## src/rtl/timer_counter_if.sv

```systemverilog
// Register bus between the I/O bridge and timer device 0.
// Bridge drives the master side; the timer implements the slave side.
interface timer_counter_if #(
  parameter int unsigned WIDTH = 32
) ();
  logic [1:0]       TMRAdd;
  logic             TMRWe;
  logic [WIDTH-1:0] TMRWD;
  logic [WIDTH-1:0] TMRRD;
  logic             TMRInt;

  modport master (
    output TMRAdd,
    output TMRWe,
    output TMRWD,
    input  TMRRD,
    input  TMRInt
  );

  modport slave (
    input  TMRAdd,
    input  TMRWe,
    input  TMRWD,
    output TMRRD,
    output TMRInt
  );
endinterface

```

## src/rtl/timer_counter.sv

```systemverilog
// Timer device 0: down-counter with CTRL/PRESET/COUNT, one-shot and auto-reload modes.
// Optional prescaler (CTRL[7:4]) is enabled by defining TIMER_PRESCALE_EN.
module timer_counter #(
  parameter int unsigned WIDTH = 32
) (
  input logic             clk,
  input logic             rst,
  timer_counter_if.slave  bus
);

  typedef enum logic [1:0] {StIdle, StLoad, StCnt, StIrq} state_e;

`ifdef TIMER_PRESCALE_EN
  localparam logic [7:0] CtrlMask = 8'hFF;
`else
  localparam logic [7:0] CtrlMask = 8'h0F;
`endif

  state_e           r_state, w_state_next;
  logic [7:0]       r_ctrl, w_ctrl_next;
  logic [WIDTH-1:0] r_preset, w_preset_next;
  logic [WIDTH-1:0] r_count, w_count_next;
  logic             r_pending, w_pending_next;
  logic             r_int;
  logic             w_ctrl_wr, w_preset_wr, w_step;

  assign w_ctrl_wr   = bus.TMRWe && (bus.TMRAdd == 2'd0);
  assign w_preset_wr = bus.TMRWe && (bus.TMRAdd == 2'd1);

`ifdef TIMER_PRESCALE_EN
  logic [3:0] r_ps, w_ps_next;
  assign w_step = (r_ps == r_ctrl[7:4]);
`else
  assign w_step = 1'b1;
`endif

  always_comb begin
    w_state_next   = r_state;
    w_ctrl_next    = r_ctrl;
    w_preset_next  = r_preset;
    w_count_next   = r_count;
    w_pending_next = r_pending;
`ifdef TIMER_PRESCALE_EN
    w_ps_next      = r_ps;
`endif

    if (w_ctrl_wr) begin
      w_ctrl_next = bus.TMRWD[7:0] & CtrlMask;
    end
    if (w_preset_wr) begin
      w_preset_next = bus.TMRWD;
    end

    // FSM decisions use the post-write EN so a CTRL write steers the very next state.
    case (r_state)
      StIdle: begin
        if (w_ctrl_next[0]) begin
          w_state_next = StLoad;
        end
      end
      StLoad: begin
        w_count_next = r_preset;
`ifdef TIMER_PRESCALE_EN
        w_ps_next    = 4'd0;
`endif
        w_state_next = w_ctrl_next[0] ? StCnt : StIdle;
      end
      StCnt: begin
        if (!w_ctrl_next[0]) begin
          w_state_next = StIdle;
        end else begin
`ifdef TIMER_PRESCALE_EN
          w_ps_next = w_step ? 4'd0 : r_ps + 4'd1;
`endif
          if (w_step) begin
            if (r_count > WIDTH'(1)) begin
              w_count_next = r_count - WIDTH'(1);
            end else begin
              w_count_next = '0;
              w_state_next = StIrq;
            end
          end
        end
      end
      StIrq: begin
        w_pending_next = 1'b1;
        if (w_ctrl_wr) begin
          w_state_next = w_ctrl_next[0] ? StLoad : StIdle;
        end else if (r_ctrl[2:1] == 2'b01) begin
          w_state_next = StLoad;
        end else begin
          w_ctrl_next[0] = 1'b0;
          w_state_next   = StIdle;
        end
      end
      default: w_state_next = StIdle;
    endcase

    // A CTRL write always acknowledges, even against a same-cycle IRQ.
    if (w_ctrl_wr) begin
      w_pending_next = 1'b0;
    end
  end

  always_ff @(posedge clk or posedge rst) begin
    if (rst) begin
      r_state   <= StIdle;
      r_ctrl    <= 8'd0;
      r_preset  <= '0;
      r_count   <= '0;
      r_pending <= 1'b0;
      r_int     <= 1'b0;
    end else begin
      r_state   <= w_state_next;
      r_ctrl    <= w_ctrl_next;
      r_preset  <= w_preset_next;
      r_count   <= w_count_next;
      r_pending <= w_pending_next;
      r_int     <= w_pending_next & w_ctrl_next[3];
    end
  end

`ifdef TIMER_PRESCALE_EN
  always_ff @(posedge clk or posedge rst) begin
    if (rst) begin
      r_ps <= 4'd0;
    end else begin
      r_ps <= w_ps_next;
    end
  end
`endif

  always_comb begin
    bus.TMRRD = '0;
    case (bus.TMRAdd)
      2'd0:    bus.TMRRD = {{(WIDTH-8){1'b0}}, r_ctrl};
      2'd1:    bus.TMRRD = r_preset;
      2'd2:    bus.TMRRD = r_count;
      default: bus.TMRRD = '0;
    endcase
  end

  assign bus.TMRInt = r_int;

endmodule
```

## src/flat_wrapper.sv

```systemverilog
// flat-port wrapper written by rule: the top's interface ports become plain ports
module timer_counter_flat 
#(
  parameter int unsigned WIDTH = 32
)
  (clk, rst, bus_TMRAdd, bus_TMRWe, bus_TMRWD, bus_TMRRD, bus_TMRInt);
  timer_counter_if #(.WIDTH(WIDTH)) bus_i ();
  input logic clk;
  input logic rst;
  input wire logic [$bits(bus_i.TMRAdd)-1:0] bus_TMRAdd;
  input wire logic [$bits(bus_i.TMRWe)-1:0] bus_TMRWe;
  input wire logic [$bits(bus_i.TMRWD)-1:0] bus_TMRWD;
  output wire logic [$bits(bus_i.TMRRD)-1:0] bus_TMRRD;
  output wire logic [$bits(bus_i.TMRInt)-1:0] bus_TMRInt;
  assign bus_i.TMRAdd = bus_TMRAdd;
  assign bus_i.TMRWe = bus_TMRWe;
  assign bus_i.TMRWD = bus_TMRWD;
  assign bus_TMRRD = bus_i.TMRRD;
  assign bus_TMRInt = bus_i.TMRInt;
  timer_counter #(.WIDTH(WIDTH)) u_core (.clk(clk), .rst(rst), .bus(bus_i));
endmodule
```

## config.mk

```make
export PLATFORM = sky130hd
export DESIGN_NAME = timer_counter_flat
export DESIGN_NICKNAME = d
export VERILOG_FILES = /design/src/rtl/timer_counter_if.sv /design/src/rtl/timer_counter.sv /design/src/flat_wrapper.sv
export SDC_FILE = /design/constraint.sdc
export NUM_CORES = 1
export LEC_CHECK = 0
export ABC_AREA = 0
export BUFFER_PORTS_ARGS = -buffer_cell sky130_fd_sc_hd__buf_4
export CAP_MARGIN = 20
export CORE_ASPECT_RATIO = 0.9
export CORE_MARGIN = 3
export CORE_UTILIZATION = 50
export DETAILED_ROUTE_END_ITERATION = 10
export GPL_TIMING_DRIVEN = 0
export PLACE_DENSITY = 0.69
export SYNTH_ARGS = -nofsm -noshare
export SYNTH_HDL_FRONTEND = slang
export SYNTH_SLANG_ARGS = --single-unit
```

## constraint.sdc

```tcl
create_clock -name clk -period 4.1 [get_ports clk]
set_input_delay 0 -clock clk [delete_from_list [all_inputs] [get_ports clk]]
set_output_delay 0 -clock clk [all_outputs]
set_load 0.005 [all_outputs]
```

### Word-level counts from Yosys, hierarchy flattened

Index checks and enable logic that the tools add are counted.

| word-level totals | value |
|---|---|
| flip-flop bits (word level) | 72 |
| input port bits | 37 |
| output and inout port bits | 33 |
| logic and storage cells | 44 |

| operators by class | value |
|---|---|
| $add $sub $neg | 1 |
| order comparisons | 1 |
| equality and inequality tests | 9 |
| muxes and demuxes | 18 |
| bitwise gates (word level) | 1 |
| reduce and logical (&&, ||, !) cells | 7 |

Operator list:

| operator | count |
|---|---|
| one-hot mux 32 bit (3 select lines) | 1 |
| two-way mux 32 bit | 2 |
| one-hot mux 32 bit (2 select lines) | 1 |
| greater-than comparator 32 x 1 -> 1 bit (second input constant) | 1 |
| subtractor 32 x 1 -> 32 bit (second input constant) | 1 |
| two-way mux 2 bit | 5 |
| one-hot mux 2 bit (4 select lines) | 1 |
| two-way mux 1 bit | 7 |
| equality test 2 x 1 -> 1 bit (second input constant) | 3 |
| equality test 2 bit (second input constant) | 3 |
| logical NOT 2 bit | 2 |
| two-way mux 4 bit | 1 |
| inequality test 2 bit (second input constant) | 2 |
| AND reduction 2 bit | 2 |
| inequality test 3 bit (second input constant) | 1 |
| logical AND 1 bit | 2 |
| nonzero test 2 bit | 1 |
| bitwise AND 1 bit | 1 |

### Longest topological paths before layout

| logic depth | value |
|---|---|
| word-level depth | 6 |
| gate-level depth with buffers | 9 |
| depth with buffers taken out | 7 |

### Worst setup path before layout

No wires, ideal clock.

| timing path | value |
|---|---|
| kind | register to register |
| start point | register u_core.r_count[24] |
| end point | register u_core.r_count[15] |
| setup time | 126 ps |
| data arrival time | 2076 ps |
| required time | 3974 ps |
| slack | 1898 ps |
| stages on the path, launching flop included | 7 |
| path buffers | 1 |
| clock period less this slack | 2202 ps |
| cells stage by stage | dfrtp_1 > or4_4 > nor4b_4 > and4_4 > buf_8 > o21ai_2 > a221o_1 |

| between the ends | value |
|---|---|
| longest elaborated chain between the ends | 4 |

Ends and longest elaborated chain:

| element | line | RTL |
|---|---|---|
| start, declared | timer_counter.sv:22 | `logic [WIDTH-1:0] r_count, w_count_next;` |
| start signal, assigned | timer_counter.sv:117 | `r_count <= w_count_next;` |
| greater-than comparator 32 x 1 -> 1 bit | timer_counter.sv:76 | `if (r_count > WIDTH'(1)) begin` |
| two-way mux 32 bit | timer_counter.sv:76 |  |
| two-way mux 32 bit | timer_counter.sv:69 | `if (!w_ctrl_next[0]) begin` |
| one-hot mux 32 bit (2 select lines) | timer_counter.sv:55 | `case (r_state)` |

No other way between the ends. The select of a mux whose other input is x is not followed.
A chain may end at the register's enable or synchronous reset.

### Worst setup path after layout

| timing path | value |
|---|---|
| start point | register u_core.r_count[22] |
| end point | register u_core.r_count[28] |

| between the ends | value |
|---|---|
| longest elaborated chain between the ends | 4 |
| elaborated cells between the ends (all ways) | 5 |
| classes of those cells | add/sub: 1; order compare: 1; mux: 3 |

Ends and longest elaborated chain:

| element | line |
|---|---|
| subtractor 32 x 1 -> 32 bit / greater-than comparator 32 x 1 -> 1 bit (equally long branches) | timer_counter.sv:77, timer_counter.sv:76 |
| two-way mux 32 bit * | timer_counter.sv:76 |
| two-way mux 32 bit * | timer_counter.sv:69 |
| one-hot mux 32 bit (2 select lines) * | timer_counter.sv:55 |

Every way passes the cells marked *; elsewhere a longest branch is shown, timed or not. The select of a mux whose other input is x is not followed.

==> metrics.md <==
| Metric | Value |
|---|---|
| Setup_tns | 0 ns |
| WHS Path Cells | 4 |
| #FFs+latches synth | 72 |
| Critical Path AT | 2.95 ns |
| Max-slew violation count | 0 |
| CP top delay family | simple AND/OR/NAND/NOR gates |
| First-pass GRT wire length | 22,200 um |
| Met1 usage | 43.4% |
| RSZ-0062 raised after global routing | no |
| Port buffer count | 68 |
| # IOs | 70 |
| Initial Util | 52.0% |
| Cell accounting for the most synthesized area | dfrtp_1 |
| Diode count | 0 |
| Fin cells | 642 |
| DP Wirelength | 9670 um |
| Ys async rst share | 100% |
| TritonCTS clock tree | done |
| Crit-path max FO | 10 |
| Hold WS | 0.172 ns |
| M3 GR Usage | 7.38% |
| Crit path required time | 4.34 ns |
| Post-CTS Setup Repair Bufs | 0 |
| Final #Nets | 577 |
| Met2 global-route usage | 46.3% |
| Number of global-route vias before repair | 4,013 |
| Fin crit period | 2.71 ns |
| Final WL | 14,200 um |
| Cell count after synthesis | 425 |
| Pin count of the biggest net entering global routing | 42 |
| CTS Buf Count | 9 |
| Worst r2r path cells | 6 |
| Max VDD drop | 0.000296 V |
| Post-synth top area share | 42.5% |
| Global Route Usage Sum | 30.9% |
| Die area | 9620 sq um |
| Worst clock skew | 0.00653 ns |
| DRT Pass-1 Iters | 5 |
| Gpl congestion | 0.980 |
| Clock Latency Late Sink | 0.36 ns |
| Row Count | 31 |
| Top_reg_cell synth | dfrtp_1 |
| Initial antenna violation count | 0 |
| Period utilization | 66.1% |
| # setup viols final | 0 |
| Top cells by area, synth | dfrtp_1 (43%), mux2_2 (9.0%), a22o_1 (6.8%) |
| DR WL/cell | 22.1 um |
| Startpoint type of the worst setup path | register |
| Pleak | 0.00227 uW |
| DRC viols | 0 |
| Remaining antenna violation count | 0 |
| Fin. Hold Viols | 0 |
| Yosys warns | 0 |
| Vias | 4,208 |
| Clock transition at path regs | 0.08 ns |
| Critical path origin | u_core.r_count[22] |
| Clock Tree Root | clkbuf_8 |
| Worst-Margin Slew | 0.755 ns |
| Rel. slew slack | 49.6% |
| CP endpoint kind | register |
| CP max stage delay | 0.63 ns |
| Mapped Nets | 464 |
| Area growth from synthesis to layout | 28.0% |
| CTS max path bufs | 2 |
| Hold Crit Class | in -> reg |
| Gr ovfl total | 0 |
| PD cells | 616 nW/um^2 |
| Die height | 93.3 um |
| Worst R2R Start | u_core.r_count[22] |
| Post-synth EDFFs | 0 |
| Via density | 6.55 |
| Die Span X | 103 um |
| Most common cell in the netlist | dfrtp_1 |
| Top post-synthesis cells by count | dfrtp_1 (72), nand2_1 (38), mux2_2 (34), a22o_1 (33), clkbuf_1 (22) |
| R2r setup slk | 1.39 ns |
| Fmax | 369 MHz |
| Core ar. | 8150 sq um |
| Distinct cell type count after synthesis | 57 |
| Reg2Reg Capture Point | u_core.r_count[28] |
| Hold Startpoint | bus_TMRAdd[0] |
| Max Cap Viol | 0 |
| Seq/Total Area, Yosys | 42.5% |
| Fraction of layout cells with a size suffix above 1 | 26.3% |
| Hold Crit Endpoint | u_core.r_state[1] |
| Crit path max-delay cell type | or4_4 |
| Mapped cell area | 4240 sq um |
| DP Cell Count | 593 |
| Detailed router's first-iteration violation count | 286 |
| Worst setup path category | reg -> reg |
| Outcome | finished, final reports clean |
| CP cell instances | or4_4, nor4b_4, nand4_2, clkbuf_1, o2111ai_1, o211ai_1 |
| Avg Cell Area, Syn | 9.97 sq um |
| Max H-tree Level | 3 |
| Gr busiest metal | met2 |
| Sum of buffers and inverters on the critical path | 1 |
| Clock tree sinks | 72 |
where the power goes:
group          internal, uW  switching, uW  leakage, uW  total, uW
clock network           299            288    0.0000928        588
logic                   640            853      0.00130       1490
registers               954            305     0.000872       1260
registers in the layout, summed over array words and instances, names as in the netlist:
signal / flops
u_core.r_count: 32
u_core.r_preset: 32
u_core.r_ctrl: 4
u_core.r_state: 2
u_core.bus.TMRInt: 1
u_core.r_pending: 1
cell usage in the layout (no fill, tap or decap), drive strengths merged, types with 6 or more instances in the layout:
cell type,n
buf,83
dfrtp,72
nand2,38
mux2,34
a22o,34
clkbuf,34
dlygate4sd3,33
o21ai,20
nor2,16
nand4,15
nor4,12
nor3,11
o31ai,11
inv,9
o41ai,8
a32oi,8
a21oi,7
nand3,7
o211ai,7
or3,7
mux2i,6
and2,6
o221ai,6
through the flow:
stage | util, % | area [sq um] | setup WS (ns) | total power (uW)
3_3_place_gp | 59.8 | 4870 | 1.32 | 2650
3_5_place_dp | 60.1 | 4890 | 1.48 | 2690
4_1_cts | 66.6 | 5420 | 1.47 | 3300
2_1_floorplan | - | 4240 | 1.90 | 2160
5_1_grt | 66.6 | 5420 | 1.22 | 3540
6_report | 66.6 | 5420 | 1.39 | 3340
layout make-up:
class                   instances  area [sq um]
clock buffers                  12           145
multi-input cells             307          2240
fillers                       694          2720
flip-flops and latches         72          1800
inverters                      10          40.0
clock inverters                 4          53.8
well taps                      99           124
repair buffers                102           861
plain buffers                  36           161
logic make-up (layout without fill, tap and decap cells):
| logic type | after synthesis | in the layout | synth area share, % |
|---|---|---|---|
| flip-flops | 72 | 72 | 42.5 |
| AND/OR/NAND/NOR | 134 | 134 | 17.8 |
| adder cells (fa/ha/maj) | 2 | 2 | 0.591 |
| AO/OA/AOI/OAI | 131 | 131 | 24.0 |
| multiplexers | 40 | 40 | 10.5 |
| buffers and inverters | 46 | 164 | 4.70 |
worst reg2reg max path: stages, from the launching register on:
cell,delay (ns)
dfrtp_1,0.49
or4_4,0.63
nor4b_4,0.38
nand4_2,0.34
clkbuf_1,0.40
o2111ai_1,0.22
o211ai_1,0.12
worst max-delay path by stage:
stage	cells after the start	to
final	6	u_core.r_count[28]
after global routing	8	u_core.r_count[30]
after CTS	6	u_core.r_count[18]
after detailed placement	6	u_core.r_count[18]
after global placement	2	u_core.r_preset[24]
after floorplan	6	u_core.r_count[15]
timing repair:
action	4_1_cts	5_1_grt
hold buffers	33	0
endpoints found under the hold margin	67	0
resized for setup	0	0
metal layers:
layer | part of all wire (%) | routed length, um
met5 | 0 | 0
met4 | 2.5 | 361
met3 | 9.5 | 1350
met2 | 45 | 6420
met1 | 43 | 6070
(Power assumes the default switching activity.)
